$ cat config.mk
export PLATFORM = sky130hd
export DESIGN_NAME = fwd_scoreboard_flat
export DESIGN_NICKNAME = d
export VERILOG_FILES = /design/src/rtl/fwd_scoreboard_if.sv /design/src/rtl/fwd_scoreboard.sv /design/src/flat_wrapper.sv
export SDC_FILE = /design/constraint.sdc
export NUM_CORES = 1
export LEC_CHECK = 0
export ABC_AREA = 1
export CAP_MARGIN = 20
export CORE_MARGIN = 8
export CORE_UTILIZATION = 35
export DETAILED_ROUTE_END_ITERATION = 16
export PLACE_DENSITY = 0.86
export SYNTH_ARGS = -nofsm -noshare
export SYNTH_HDL_FRONTEND = slang
export SYNTH_SLANG_ARGS = --single-unit
$ cat constraint.sdc
create_clock -name clk -period 1.45 [get_ports clk]
set_input_delay 0.29 -clock clk [delete_from_list [all_inputs] [get_ports clk]]
set_output_delay 0.29 -clock clk [all_outputs]
set_load 0.005 [all_outputs]
$ cat src/rtl/fwd_scoreboard_if.sv
// fwd_scoreboard_if: ID-stage signals between the pipeline control and the
// operand-forwarding / load-use scoreboard.
interface fwd_scoreboard_if #(
  parameter int unsigned DEPTH   = 2,
  parameter int unsigned NUM_SRC = 2
);
  localparam int unsigned SELW = $clog2(DEPTH + 1);

  logic                      id_valid;
  logic [31:0]               id_inst;
  logic                      advance;
  logic                      flush;
  logic [NUM_SRC*SELW-1:0]   fwd_sel;
  logic                      stall;
  logic [31:0]               stall_cnt;
  logic [31:0]               fwd_cnt;

  // Pipeline control side: presents the ID instruction, consumes selects/stall.
  modport master (
    output id_valid, id_inst, advance, flush,
    input  fwd_sel, stall, stall_cnt, fwd_cnt
  );

  // Scoreboard side.
  modport slave (
    input  id_valid, id_inst, advance, flush,
    output fwd_sel, stall, stall_cnt, fwd_cnt
  );
endinterface

$ cat src/rtl/fwd_scoreboard.sv
// fwd_scoreboard: tracks rd of the DEPTH instructions in flight past ID and
// produces per-source forwarding selects plus a load-use stall.
// Optional event counters are built only when FWD_STATS_EN is defined;
// otherwise stall_cnt/fwd_cnt read as zero.
module fwd_scoreboard #(
  parameter int unsigned DEPTH   = 2,
  parameter int unsigned NUM_SRC = 2
) (
  input  logic               clk,
  input  logic               rst_n,
  fwd_scoreboard_if.slave    bus
);
  localparam int unsigned SELW = $clog2(DEPTH + 1);

  localparam logic [6:0] OPC_LOAD   = 7'b0000011;
  localparam logic [6:0] OPC_STORE  = 7'b0100011;
  localparam logic [6:0] OPC_BRANCH = 7'b1100011;
  localparam logic [6:0] OPC_OP     = 7'b0110011;
  localparam logic [6:0] OPC_LUI    = 7'b0110111;
  localparam logic [6:0] OPC_AUIPC  = 7'b0010111;
  localparam logic [6:0] OPC_JAL    = 7'b1101111;

  // Tracked entries; index k is k+1 stages ahead of ID.
  logic [DEPTH-1:0]        vld_q, vld_d;
  logic [DEPTH-1:0][4:0]   rd_q,  rd_d;
  logic [DEPTH-1:0]        ld_q,  ld_d;

  logic [6:0]              opc_c;
  logic [4:0]              rd_c;
  logic [1:0][4:0]         rs_c;
  logic [1:0]              has_rs_c;
  logic                    has_rd_c;
  logic                    is_load_c;

  logic [NUM_SRC-1:0][DEPTH-1:0] hit_c;
  logic [NUM_SRC-1:0][SELW-1:0]  sel_c;
  logic                          stall_c;

  // Funct fields and the oldest load flag do not influence anything.
  logic unused_bits;
  assign unused_bits = ^{bus.id_inst[31:25], bus.id_inst[14:12], ld_q[DEPTH-1]};

  // Decode of the instruction sitting in ID.
  always_comb begin
    opc_c       = bus.id_inst[6:0];
    rd_c        = bus.id_inst[11:7];
    rs_c[0]     = bus.id_inst[19:15];
    rs_c[1]     = bus.id_inst[24:20];
    has_rd_c    = !(opc_c == OPC_BRANCH || opc_c == OPC_STORE) && (rd_c != 5'd0);
    is_load_c   = (opc_c == OPC_LOAD);
    has_rs_c[0] = !(opc_c == OPC_LUI || opc_c == OPC_AUIPC || opc_c == OPC_JAL);
    has_rs_c[1] = (opc_c == OPC_OP) || (opc_c == OPC_STORE) || (opc_c == OPC_BRANCH);
  end

  // Per-source, per-entry rd match.
  always_comb begin
    hit_c = '0;
    for (int s = 0; s < NUM_SRC; s++) begin
      for (int k = 0; k < DEPTH; k++) begin
        hit_c[s][k] = vld_q[k] && (rd_q[k] == rs_c[s]) && (rs_c[s] != 5'd0) && has_rs_c[s];
      end
    end
  end

  // Load-use stall and youngest-hit-wins select; selects are zeroed while stalled.
  always_comb begin
    stall_c = 1'b0;
    sel_c   = '0;
    for (int s = 0; s < NUM_SRC; s++) begin
      if (hit_c[s][0] && ld_q[0]) stall_c = 1'b1;
    end
    stall_c = stall_c && bus.id_valid;
    if (!stall_c) begin
      for (int s = 0; s < NUM_SRC; s++) begin
        for (int k = 0; k < DEPTH; k++) begin
          if (hit_c[s][k] && (sel_c[s] == '0)) sel_c[s] = SELW'(k + 1);
        end
      end
    end
  end

  assign bus.fwd_sel = sel_c;
  assign bus.stall   = stall_c;

  // Shift the tracker on advance; a stalled or flushed ID slot enters as a bubble.
  always_comb begin
    vld_d = vld_q;
    rd_d  = rd_q;
    ld_d  = ld_q;
    if (bus.advance) begin
      for (int k = 1; k < DEPTH; k++) begin
        vld_d[k] = vld_q[k-1];
        rd_d[k]  = rd_q[k-1];
        ld_d[k]  = ld_q[k-1];
      end
      vld_d[0] = bus.id_valid && has_rd_c && !stall_c && !bus.flush;
      rd_d[0]  = rd_c;
      ld_d[0]  = is_load_c;
    end
  end

  // Tracker state register.
  always_ff @(posedge clk or negedge rst_n) begin
    if (!rst_n) begin
      vld_q <= '0;
      rd_q  <= '0;
      ld_q  <= '0;
    end else begin
      vld_q <= vld_d;
      rd_q  <= rd_d;
      ld_q  <= ld_d;
    end
  end

`ifdef FWD_STATS_EN
  logic [31:0] stall_cnt_q, stall_cnt_d;
  logic [31:0] fwd_cnt_q,   fwd_cnt_d;

  // Saturating stall / forward event counters.
  always_comb begin
    stall_cnt_d = stall_cnt_q;
    fwd_cnt_d   = fwd_cnt_q;
    if (bus.advance && stall_c && (stall_cnt_q != 32'hFFFF_FFFF))
      stall_cnt_d = stall_cnt_q + 32'd1;
    if (bus.advance && !stall_c && (|sel_c) && (fwd_cnt_q != 32'hFFFF_FFFF))
      fwd_cnt_d = fwd_cnt_q + 32'd1;
  end

  // Counter registers.
  always_ff @(posedge clk or negedge rst_n) begin
    if (!rst_n) begin
      stall_cnt_q <= '0;
      fwd_cnt_q   <= '0;
    end else begin
      stall_cnt_q <= stall_cnt_d;
      fwd_cnt_q   <= fwd_cnt_d;
    end
  end

  assign bus.stall_cnt = stall_cnt_q;
  assign bus.fwd_cnt   = fwd_cnt_q;
`else
  assign bus.stall_cnt = 32'd0;
  assign bus.fwd_cnt   = 32'd0;
`endif

endmodule

$ cat src/flat_wrapper.sv
// flat-port wrapper written by rule: the top's interface ports become plain ports
module fwd_scoreboard_flat 
#(
  parameter int unsigned DEPTH   = 2,
  parameter int unsigned NUM_SRC = 2
)
  (clk, rst_n, bus_id_valid, bus_id_inst, bus_advance, bus_flush, bus_fwd_sel, bus_stall, bus_stall_cnt, bus_fwd_cnt);
  fwd_scoreboard_if #(.DEPTH(DEPTH), .NUM_SRC(NUM_SRC)) bus_i ();
  input  logic clk;
  input  logic rst_n;
  input wire logic [$bits(bus_i.id_valid)-1:0] bus_id_valid;
  input wire logic [$bits(bus_i.id_inst)-1:0] bus_id_inst;
  input wire logic [$bits(bus_i.advance)-1:0] bus_advance;
  input wire logic [$bits(bus_i.flush)-1:0] bus_flush;
  output wire logic [$bits(bus_i.fwd_sel)-1:0] bus_fwd_sel;
  output wire logic [$bits(bus_i.stall)-1:0] bus_stall;
  output wire logic [$bits(bus_i.stall_cnt)-1:0] bus_stall_cnt;
  output wire logic [$bits(bus_i.fwd_cnt)-1:0] bus_fwd_cnt;
  assign bus_i.id_valid = bus_id_valid;
  assign bus_i.id_inst = bus_id_inst;
  assign bus_i.advance = bus_advance;
  assign bus_i.flush = bus_flush;
  assign bus_fwd_sel = bus_i.fwd_sel;
  assign bus_stall = bus_i.stall;
  assign bus_stall_cnt = bus_i.stall_cnt;
  assign bus_fwd_cnt = bus_i.fwd_cnt;
  fwd_scoreboard #(.DEPTH(DEPTH), .NUM_SRC(NUM_SRC)) u_core (.clk(clk), .rst_n(rst_n), .bus(bus_i));
endmodule
==> run summary <==
* 842 µm² — area occupied by multi-input gates
* 13 — clk sink count
* sky130_fd_sc_hd__conb_1 — most common cell after layout, fill and taps aside
* finished, violations left — outcome
* 10.9% — gr usage total
* in -> async — Min-Delay Path Class
* done — TritonCTS clock tree
* 127% — final worst-path cycle share
* 422 — fillers
* negative setup slack — failing checks
* 4070 µm — wire length after detailed routing
* 541 MHz — maximum achievable frequency
* 25 — number of unique standard cell types used by synthesis
* 14 — largest net degree at the start of global routing
* 1500 µm² — netlist area before placement
* 4230 µm² — area of the core
* 328 — nets@finish
* 2 — Longest Clk Path Bufs
* -398 ps — setup ws final
* 50 ps — Reg clk slew, reported paths
* 0 — number of buffers inserted for hold repair after clock tree synthesis
* 35.4% — Initial Util
* 1880 µm² — Post-Layout Inst Area
* 0 — Max Transition Viols Final
* sky130_fd_sc_hd__clkbuf_8 — CTS Root Cell
* 1.52 ps — worst clock skew
* reg -> out — type of the worst setup path
* 0 — Ys Warns
* 5620 µm — wire length of the first global-routing pass
* 1413 — total number of vias
* 0 — Hold Vio Cnt, Final
* 22.4% — fraction of layout instances using a drive strength above 1
* 1760 µm² — placed standard-cell area
* 24 — site row count
* 3 — clock buffers created by TritonCTS
* 1355 — number of global-route vias before repair
* 0 — number of max-cap violations
* 4 — maximum fanout along the worst path
* primary output — Critical Path End Type
* sky130_fd_sc_hd__conb_1, sky130_fd_sc_hd__nand2_1, sky130_fd_sc_hd__buf_4 — leading cell types in the layout, fill and taps excluded
* 0 — number of antenna diodes
* 81.5 µm — horizontal die dimension
* 0.864 — GPL Wtd Cong
* flop — startpoint type of the worst setup path
* 0.000286 V — VDD IR max
* 25.3% — area growth from synthesis to final layout
* 20.4% — met2 track demand over resource in global routing
* 31 — number of buffers inserted by port buffering
* 1850 ps — fin crit period
* 6.52 µm² — mean instance size in the synthesized netlist
* 2.30% — met3 usage
* 0 — number of antenna violations at the first check in global routing
* 10.3% — GR met1 Demand/Resource
* true — RSZ-0062 raised after global routing
* 1160 ps — required time worst endpoint
* 106 — number of primary I/O pins
* 0 — DRT antenna net count
* 3330 µm — HPWL reported at the end of detailed placement
* 21.7% — register area share after synthesis
* 1560 ps — data arrival time of the critical path
* met2 — layer with the highest usage after global routing
* 5 — setup-violating endpoint count in the final report
* 327 µm² — Seq. cell area
* 11.9 µm — per-cell routed wire length
* 4 — iteration count of the initial detailed-routing pass
* 1.06 nW — static leakage
* 612 nW/µm² — power per cell area
* 349 ps — smallest hold slack
* 6640 µm² — area of the die
* 0 — leftover overflow at the end of global routing
* 1 — H-tree depth reported by CTS
* 230 — post-synthesis cell count
* 240 ps — clock latency at the later pin of the worst-skew pair
* 13 — number of storage elements in the synthesis netlist
* 74 — number of violations reported at the end of detailed-routing iteration 0
* 81.5 µm — die boundary height
* 4.13 — routed vias/inst
* 0 — number of DRC violations after detailed routing
cells in the mapped netlist (all sizes together):
| cell type | count | area share (%) |
|---|---|---|
| nor3 | 3 | 1.0 |
| clkbuf | 2 | 0.50 |
| xnor2 | 4 | 2.3 |
| nand4 | 1 | 0.42 |
| a21oi | 5 | 1.7 |
| xor2 | 1 | 0.58 |
| nand3 | 10 | 4.0 |
| nand2 | 52 | 13 |
| dfrtp | 13 | 22 |
| inv | 30 | 7.5 |
| a21boi | 1 | 0.75 |
| o211ai | 2 | 1.0 |
| o21ai | 13 | 4.3 |
| nor2 | 23 | 6.4 |
| o22ai | 1 | 0.42 |
| conb | 1 | 0.25 |
| or2 | 1 | 0.42 |
| nand3b | 2 | 1.0 |
| buf | 65 | 32 |
repair_timing:
item | CTS | global route
gates resized for setup | 46 | 8
buffers inserted | 9 | 2
pin swaps | 15 | 8
endpoints found under the setup margin | 6 | 6
cloned | 0 | 0
cell type report:
class                           instances  area share, %
Clock buffer                            4           2.40
Multi-Input combinational cell        183           44.8
Sequential cell                        13           17.4
Timing Repair Buffer                   60           26.0
Tap cell                               52           3.46
Inverter                               30           5.99
worst paths after layout:
kind / cells after the start / endpoint / start / slack (ps)
max: 11 / bus_fwd_sel[3] / u_core.rd_q[2] / -400
min: 2 / u_core.rd_q[5] / rst_n / 350
min in group clk: 2 / u_core.ld_q[0] / u_core.ld_q[0] / 540
max in group asynchronous: 2 / u_core.rd_q[2] / rst_n / 930
min reg2reg: 2 / u_core.ld_q[0] / u_core.ld_q[0] / 540
max reg2reg: 11 / u_core.vld_q[0] / u_core.rd_q[2] / 10
sequential cells by signal (all words and copies together) (netlist names):
name / cells
u_core.vld_q: 2
u_core.rd_q: 10
u_core.ld_q: 1
critical path: stages, from the launching register on:
cell	delay, ps
sky130_fd_sc_hd__dfrtp_2	440
sky130_fd_sc_hd__inv_2	90
sky130_fd_sc_hd__nand2_2	60
sky130_fd_sc_hd__nand2_1	60
sky130_fd_sc_hd__nand2_1	60
sky130_fd_sc_hd__nor2_2	120
sky130_fd_sc_hd__nand3_2	100
sky130_fd_sc_hd__nand2_2	90
sky130_fd_sc_hd__nand2_2	60
sky130_fd_sc_hd__inv_2	70
sky130_fd_sc_hd__nor2_1	40
sky130_fd_sc_hd__buf_2	120
through the flow:
stage / power (mW) / util (%) / TNS, ps / setup WS [ps] / std cells
floorplan: 0.738 / - / 0 / 110 / 293
global placement: 0.791 / 41.6 / -4250 / -815 / 328
detailed placement: 0.803 / 41.6 / -4440 / -858 / 328
CTS: 1.13 / 43.4 / -1510 / -351 / 340
global route: 1.22 / 44.4 / -2330 / -509 / 342
finish: 1.15 / 44.4 / -1740 / -398 / 342
metal layers:
metal	up-vias	share of wire, %
met5	-	0
met4	0	2.8
met3	13	10
met2	79	53
met1	628	33
li1	693	-
kinds of logic after synthesis:
group	count (synthesis)	synth area share, %
buffers and inverters	97	40.4
AND/OR/NAND/NOR	92	26.6
AO/OA/AOI/OAI	22	8.17
flip-flops	13	21.7
XOR/XNOR	5	2.92
other	1	0.250
power by group:
| group | total (mW) | switching, mW | internal [mW] | leakage [nW] |
|---|---|---|---|---|
| Clock | 0.315 | 0.122 | 0.194 | 0.0228 |
| Combinational | 0.398 | 0.213 | 0.185 | 0.882 |
| Sequential | 0.437 | 0.0394 | 0.398 | 0.160 |
Power figures use the tool's default switching activity.
